===== config.mk =====
export PLATFORM = sky130hd
export DESIGN_NAME = btb_update_ctrl
export DESIGN_NICKNAME = d
export VERILOG_FILES = /design/src/rtl/btb_pkg.sv /design/src/rtl/btb_res_fifo.sv /design/src/rtl/btb_update_ctrl.sv
export SDC_FILE = /design/constraint.sdc
export NUM_CORES = 1
export LEC_CHECK = 0
export ABC_AREA = 1
export BUFFER_PORTS_ARGS = -buffer_cell sky130_fd_sc_hd__buf_2
export CAP_MARGIN = 20
export CORE_MARGIN = 3
export CORE_UTILIZATION = 60
export CTS_CLUSTER_SIZE = 10
export DETAILED_ROUTE_END_ITERATION = 16
export PLACE_DENSITY = 0.81
export SLEW_MARGIN = 15
export SYNTH_ARGS = -nofsm -noshare
export SYNTH_HDL_FRONTEND = slang
export SYNTH_SLANG_ARGS = --single-unit

===== constraint.sdc =====
create_clock -name clk_i -period 10 [get_ports clk_i]
set_input_delay 1 -clock clk_i [delete_from_list [all_inputs] [get_ports clk_i]]
set_output_delay 1 -clock clk_i [all_outputs]
set_load 0.05 [all_outputs]

===== src/rtl/btb_pkg.sv =====
// btb_pkg: shared definitions for the BTB update controller.
//   BTB_IDX_W / BTB_TAG_W : BTB geometry (idx = pc[9:2], tag = pc[13:10])
//   RES_FIFO_DEPTH        : resolution buffer depth
//   btb_state_e           : controller states
//   btb_res_t             : buffered branch resolution (pc, target, taken)
//   ctr_next()            : 2-bit saturating counter update
package btb_pkg;

    localparam int BTB_IDX_W      = 8;
    localparam int BTB_TAG_W      = 4;
    localparam int RES_FIFO_DEPTH = 4;
    localparam int RES_CNT_W      = $clog2(RES_FIFO_DEPTH + 1);
    localparam int RES_PTR_W      = $clog2(RES_FIFO_DEPTH);

    typedef enum logic [1:0] {
        ST_IDLE   = 2'd0,
        ST_UPDATE = 2'd1,
        ST_INVAL  = 2'd2
    } btb_state_e;

    typedef struct packed {
        logic [31:0] pc;
        logic [31:0] target;
        logic        taken;
    } btb_res_t;

    function automatic logic [1:0] ctr_next(input logic [1:0] cur, input logic taken);
        if (taken) return (cur == 2'd3) ? 2'd3 : cur + 2'd1;
        else       return (cur == 2'd0) ? 2'd0 : cur - 2'd1;
    endfunction

endpackage


===== src/rtl/btb_res_fifo.sv =====
// btb_res_fifo: resolution buffer, RES_FIFO_DEPTH entries, show-ahead head.
//   clk_i, rst_ni : clock, async active-low reset (empties the buffer)
//   push_i, din_i : write request/data (ignored when full, even with a pop)
//   pop_i         : drop head (ignored when empty)
//   dout_o        : head entry
//   empty_o/full_o/count_o : occupancy
import btb_pkg::*;

module btb_res_fifo (
    input  logic                 clk_i,
    input  logic                 rst_ni,
    input  logic                 push_i,
    input  btb_res_t             din_i,
    input  logic                 pop_i,
    output btb_res_t             dout_o,
    output logic                 empty_o,
    output logic                 full_o,
    output logic [RES_CNT_W-1:0] count_o
);

    localparam logic [RES_CNT_W-1:0] FULL_CNT = RES_CNT_W'(RES_FIFO_DEPTH);

    btb_res_t             mem [RES_FIFO_DEPTH];
    logic [RES_PTR_W-1:0] wr_ptr, rd_ptr;
    logic [RES_CNT_W-1:0] cnt_q;
    logic                 do_push, do_pop;

    assign empty_o = (cnt_q == '0);
    assign full_o  = (cnt_q == FULL_CNT);
    assign count_o = cnt_q;
    assign dout_o  = mem[rd_ptr];
    assign do_push = push_i && !full_o;
    assign do_pop  = pop_i && !empty_o;

    // Storage needs no reset: occupancy alone decides what is valid.
    always_ff @(posedge clk_i) begin
        if (do_push) mem[wr_ptr] <= din_i;
    end

    always_ff @(posedge clk_i or negedge rst_ni) begin
        if (!rst_ni) begin
            wr_ptr <= '0;
            rd_ptr <= '0;
            cnt_q  <= '0;
        end else begin
            if (do_push) wr_ptr <= wr_ptr + 1'b1;
            if (do_pop)  rd_ptr <= rd_ptr + 1'b1;
            case ({do_push, do_pop})
                2'b10:   cnt_q <= cnt_q + 1'b1;
                2'b01:   cnt_q <= cnt_q - 1'b1;
                default: cnt_q <= cnt_q;
            endcase
        end
    end

endmodule


===== src/rtl/btb_update_ctrl.sv =====
// btb_update_ctrl: buffers EX-stage branch resolutions and writes them into
// the BTB one per cycle, runs a full-table invalidation sweep on request, and
// flags mispredictions with the corrected fetch PC.
//   clk_i, rst_ni            : clock, async active-low reset
//   res_*_i / res_ready_o    : resolution handshake (accepted on valid && ready)
//   inv_req_i / inv_busy_o   : invalidation sweep request / in progress
//   btb_*_o, btb_ctr_rd_i    : BTB write port plus same-cycle counter read
//   mispredict_o, redirect_pc_o : one-cycle mispredict pulse and correct PC
// Optional: define BTB_UPD_STATS_EN to add stat_upd_o / stat_mis_o counters.
import btb_pkg::*;

module btb_update_ctrl (
    input  logic                 clk_i,
    input  logic                 rst_ni,
    input  logic                 res_valid_i,
    input  logic [31:0]          res_pc_i,
    input  logic [31:0]          res_target_i,
    input  logic                 res_taken_i,
    input  logic                 res_pred_taken_i,
    output logic                 res_ready_o,
    input  logic                 inv_req_i,
    output logic                 inv_busy_o,
    output logic                 btb_we_o,
    output logic [BTB_IDX_W-1:0] btb_idx_o,
    output logic [BTB_TAG_W-1:0] btb_tag_o,
    output logic [31:0]          btb_target_o,
    output logic                 btb_valid_o,
    output logic [1:0]           btb_ctr_o,
    input  logic [1:0]           btb_ctr_rd_i,
    output logic                 mispredict_o,
    output logic [31:0]          redirect_pc_o
`ifdef BTB_UPD_STATS_EN
    ,
    output logic [15:0]          stat_upd_o,
    output logic [15:0]          stat_mis_o
`endif
);

    btb_state_e           state_q, state_d;
    logic [BTB_IDX_W-1:0] sweep_q;
    logic                 push, pop, fifo_empty, fifo_full;
    logic [RES_CNT_W-1:0] fifo_cnt;
    btb_res_t             res_in, head;
    logic                 mis_q;
    logic [31:0]          redir_q;
    logic                 unused_pc_bits;

    assign res_ready_o = !fifo_full;
    assign push        = res_valid_i && res_ready_o;
    assign pop         = (state_q == ST_UPDATE) && !fifo_empty;
    assign res_in      = '{pc: res_pc_i, target: res_target_i, taken: res_taken_i};

    // Only the idx and tag fields of the buffered PC reach the BTB.
    assign unused_pc_bits = ^{head.pc[31:2+BTB_IDX_W+BTB_TAG_W], head.pc[1:0]};

    btb_res_fifo u_fifo (
        .clk_i   (clk_i),
        .rst_ni  (rst_ni),
        .push_i  (push),
        .din_i   (res_in),
        .pop_i   (pop),
        .dout_o  (head),
        .empty_o (fifo_empty),
        .full_o  (fifo_full),
        .count_o (fifo_cnt)
    );

    // State register and sweep index
    always_ff @(posedge clk_i or negedge rst_ni) begin
        if (!rst_ni) begin
            state_q <= ST_IDLE;
            sweep_q <= '0;
        end else begin
            state_q <= state_d;
            // Wraps to 0 after index 255, ready for the next sweep.
            if (state_q == ST_INVAL) sweep_q <= sweep_q + 1'b1;
        end
    end

    // Next state
    always_comb begin
        state_d = state_q;
        case (state_q)
            ST_IDLE: begin
                if (inv_req_i)        state_d = ST_INVAL;
                else if (!fifo_empty) state_d = ST_UPDATE;
            end
            ST_UPDATE: begin
                // The write for this cycle still completes before the sweep.
                if (inv_req_i)                                          state_d = ST_INVAL;
                else if (fifo_cnt <= RES_CNT_W'(1) && !push)            state_d = ST_IDLE;
            end
            ST_INVAL: begin
                if (sweep_q == '1) state_d = fifo_empty ? ST_IDLE : ST_UPDATE;
            end
            default: state_d = ST_IDLE;
        endcase
    end

    // Outputs
    always_comb begin
        btb_we_o     = 1'b0;
        btb_idx_o    = '0;
        btb_tag_o    = '0;
        btb_target_o = '0;
        btb_valid_o  = 1'b0;
        btb_ctr_o    = '0;
        case (state_q)
            ST_UPDATE: begin
                if (!fifo_empty) begin
                    btb_we_o     = 1'b1;
                    btb_idx_o    = head.pc[2 +: BTB_IDX_W];
                    btb_tag_o    = head.pc[2+BTB_IDX_W +: BTB_TAG_W];
                    btb_target_o = head.target;
                    btb_valid_o  = 1'b1;
                    btb_ctr_o    = ctr_next(btb_ctr_rd_i, head.taken);
                end
            end
            ST_INVAL: begin
                btb_we_o  = 1'b1;
                btb_idx_o = sweep_q;
            end
            default: ;
        endcase
    end

    assign inv_busy_o = (state_q == ST_INVAL);

    // Mispredict is judged at acceptance, independent of buffer/sweep state.
    always_ff @(posedge clk_i or negedge rst_ni) begin
        if (!rst_ni) begin
            mis_q   <= 1'b0;
            redir_q <= '0;
        end else begin
            mis_q <= push && (res_taken_i != res_pred_taken_i);
            if (push && (res_taken_i != res_pred_taken_i))
                redir_q <= res_taken_i ? res_target_i : res_pc_i + 32'd4;
        end
    end

    assign mispredict_o  = mis_q;
    assign redirect_pc_o = redir_q;

`ifdef BTB_UPD_STATS_EN
    logic [15:0] upd_cnt_q, mis_cnt_q;

    always_ff @(posedge clk_i or negedge rst_ni) begin
        if (!rst_ni) begin
            upd_cnt_q <= '0;
            mis_cnt_q <= '0;
        end else begin
            if (pop && upd_cnt_q != 16'hFFFF)   upd_cnt_q <= upd_cnt_q + 16'd1;
            if (mis_q && mis_cnt_q != 16'hFFFF) mis_cnt_q <= mis_cnt_q + 16'd1;
        end
    end

    assign stat_upd_o = upd_cnt_q;
    assign stat_mis_o = mis_cnt_q;
`endif

endmodule


==> results.md <==
- Crit path kind: flop to primary output
- Worst-margin pin slew: 1.02 ns
- Final min period: 3.95 ns
- # Post-CTS Setup Buffers: 0
- RePlAce Congestion: 0.927
- EDFF count, synth: 180
- R2R depth: 6
- Core Region: 0.0168 mm2
- Max cap viols: 0
- Crit path launch type: flop
- Ports: 155
- Htree depth: 1
- PD cells: 309 mW/mm2
- Num CTS Buffers: 27
- First-pass GRT wire length: 38.4 mm
- Net Sw Frac: 42.8%
- Critical path required time: 9.00 ns
- Max Clk Rate: 253 MHz
- Post-synthesis sequential area ratio: 64.0%
- Vias in the first global route: 7397
- Async SR Flop Fraction: 21.7%
- 1st-iter DRT viols: 902
- Via/cell ratio: 5.52
- Syn-to-layout area delta: 16.1%
- Setup crit end: btb_target_o[21]
- Post-CTS Hold Buffers: 0
- Congestion Overflow GR: 0
- Area contributors post-synth: edfxtp_1 (52%), dfrtp_1 (12%), nor2_1 (9.2%), nand2_1 (6.5%), o21ai_0 (4.7%)
- Register area: 0.00666 mm2
- Nets: 1281
- Antenna Nets Post-Route: 0
- Netlist Area Pre-Place: 0.0104 mm2
- Total GRT Usage: 26.2%
- Synthesis-stage register bit count: 230
- Most numerous cell in the Yosys netlist: nor2_1
- Internal power: 2140 uW
- Chip width: 138 um
- Final hold vios: 0
- Static leakage: 0.00493 uW
- Port Buffers: 154
- Setup TNS: 0 ns
- CTS root buffer: clkbuf_16
- Final WL: 25.1 mm
- Logic pwr share: 40.2%
- Synth Area per Inst: 9.93 um2
- CTS tree: built
- WL per Instance: 17.4 um
- NetSw: 1600 uW
- Seq pwr share: 36.9%
- Non-Filler Instances: 1437
- FP Rows: 47
- Total Die Area: 0.0190 mm2
- # fillers: 1233
- Routed via count: 7937
- Clock transition at the registers of the reported paths: 0.05 ns
- Detail Placement HPWL: 16.0 mm
- Worst Hold Class: flop to flop
- Top FF cell, synth: edfxtp_1
- Slew HR: 32.2%
- # setup viols final: 0
- Clock Tree Buf Depth: 3
- Worst skew pair latency: 0.51 ns
- Cells after Synth: 1048
- DRC Markers: 0
- Die Y: 138 um
- Netlist cell types: 31
- Max IR drop VDD: 0.000248 V
- Initial core utilization: 62.1%
- Post_cts resized: 0
- Crit Reg-Reg Startpoint: u_fifo.count_o[0]$_DFFE_PN0P_
- Crit share post-route: 39.5%
- Drt pass-1 iters: 5
- Most frequent CP cell: inv_1
- Maximum fanout along the worst path: 37
- Largest area contributor in the netlist: edfxtp_1
- YS warnings: 0
- Initial antenna violation count: 4
- Syn nets: 1135
- Final slew viol count: 0
- Synth top area share: 51.9%
- CP Cell Sequence: inv_1 -> ha_1 -> inv_1 -> nor2_1 -> nor2_2 -> inv_2 -> a21oi_1 -> buf_2
- Worst R2R Setup Slack: 7.28 ns
- Critical Path Source: u_fifo.count_o[0]$_DFFE_PN0P_
- Area of the multi-input gates: 0.00332 mm2
- RSZ-0062 raised after global routing: false
- Clk network pwr share: 22.9%
- Largest net degree at the start of global routing: 93
- CP Capture Type: primary output
- Critical-path cell with the highest stage delay: inv_2
- Most instantiated cells after synthesis: nor2_1 (255), edfxtp_1 (180), nand2_1 (180), o21ai_0 (97), a21oi_1 (70)
- Cells after DPL: 1385
- Skew final: 0.00846 ns
- Layout cells sized above 1: 17.7%
- Clock sinks: 230
- Status: finished, final reports clean
- Critical Path AT: 2.95 ns
- Reg-to-Reg End: u_fifo.mem[1][11]$_DFFE_PP_
- CP max stage delay: 0.47 ns
## layout make-up
| type | instances | share of cell area (%) |
|---|---|---|
| well taps | 220 | 2.28 |
| flip-flops and latches | 230 | 55.1 |
| multi-input cells | 714 | 27.5 |
| inverters | 59 | 1.83 |
| clock inverters | 2 | 0.0828 |
| diodes | 3 | 0.0621 |
| clock buffers | 47 | 6.30 |
| repair buffers | 162 | 6.88 |
## worst min path at each step
stage | cells past startpoint | from | slack, ns | end
3_5_place_dp | 2 | redirect_pc_o[27]$_DFFE_PN0P_ | 0.46 | redirect_pc_o[27]$_DFFE_PN0P_
3_3_place_gp | 2 | redirect_pc_o[27]$_DFFE_PN0P_ | 0.46 | redirect_pc_o[27]$_DFFE_PN0P_
6_report | 2 | redirect_pc_o[29]$_DFFE_PN0P_ | 0.47 | redirect_pc_o[29]$_DFFE_PN0P_
4_1_cts | 2 | redirect_pc_o[29]$_DFFE_PN0P_ | 0.48 | redirect_pc_o[29]$_DFFE_PN0P_
5_1_grt | 2 | redirect_pc_o[27]$_DFFE_PN0P_ | 0.50 | redirect_pc_o[27]$_DFFE_PN0P_
2_1_floorplan | 1 | sweep_q[7]$_DFFE_PN0N_ | 0.46 | sweep_q[7]$_DFFE_PN0N_
## layer usage
metal	up-vias	wire [um]	global-route usage, %
li1	3821	-	-
met5	-	21	0
met4	4	678	8.18
met3	60	2110	5.11
met1	3697	10300	36.1
met2	355	11900	42.6
## registers in the layout (all words and copies together), names as in the netlist
register        count
u_fifo.rd_ptr       2
u_fifo.mem        180
sweep_q             8
u_fifo.count_o      3
redirect_pc_o      32
state_q             2
u_fifo.wr_ptr       2
mispredict_o        1
## worst max-delay path, delay by kind of cell (launching register included)
| kind | cells | cell delay [ns] |
|---|---|---|
| buffers and inverters | 4 | 0.94 |
| and+or+nand+nor | 2 | 0.53 |
| DFF | 1 | 0.43 |
| AOI/OAI and AO/OA | 1 | 0.27 |
| adders and majority gates | 1 | 0.26 |
## power by group through the flow
stage / Combinational [uW] / Clock [uW] / Sequential, uW
5_1_grt: 1630 / 908 / 1400
3_3_place_gp: 1480 / 0 / 1390
6_report: 1500 / 856 / 1380
4_1_cts: 1510 / 865 / 1380
3_5_place_dp: 1500 / 0 / 1400
2_1_floorplan: 939 / 0 / 1570
## cells by family after synthesis
logic type | count (synthesis) | share of synthesized area [%]
AO/OA/AOI/OAI | 195 | 9.76
XOR/XNOR | 20 | 1.68
adder cells (fa/ha/maj) | 15 | 1.80
buffers and inverters | 104 | 4.41
flip-flops | 230 | 64.0
AND/OR/NAND/NOR | 484 | 18.4
## through the flow
| step | setup WS, ns | hold slack, ns | utilization, % | power (uW) | area [um2] |
|---|---|---|---|---|---|
| 3_5_place_dp | 6.56 | 0.460 | 67.5 | 2900 | 11300 |
| 5_1_grt | 5.84 | 0.498 | 72.1 | 3940 | 12100 |
| 3_3_place_gp | 6.69 | 0.465 | 67.5 | 2860 | 11300 |
| 2_1_floorplan | 6.34 | 0.464 | - | 2510 | 10400 |
| 6_report | 6.05 | 0.474 | 72.1 | 3740 | 12100 |
| 4_1_cts | 6.04 | 0.479 | 72.1 | 3750 | 12100 |
## placed cells by master (no fill, tap or decap), types with 5 or more instances in the layout
master | Yosys | final
nor2_4 | 3 | 7
nand2_2 | 5 | 5
clkbuf_1 | 11 | 19
xor2_1 | 13 | 13
buf_4 | 2 | 8
nor2_1 | 255 | 251
inv_1 | 53 | 53
nand3_1 | 34 | 34
buf_2 | 24 | 154
ha_1 | 15 | 15
edfxtp_1 | 180 | 180
a21oi_1 | 70 | 70
clkbuf_16 | 0 | 27
o21ai_0 | 97 | 97
dfrtp_1 | 50 | 49
nand2_1 | 180 | 180
o22ai_1 | 9 | 9
xnor2_1 | 7 | 7
o21ai_1 | 9 | 9
inv_2 | 5 | 5
No activity file was read; power rests on OpenSTA's default activity.
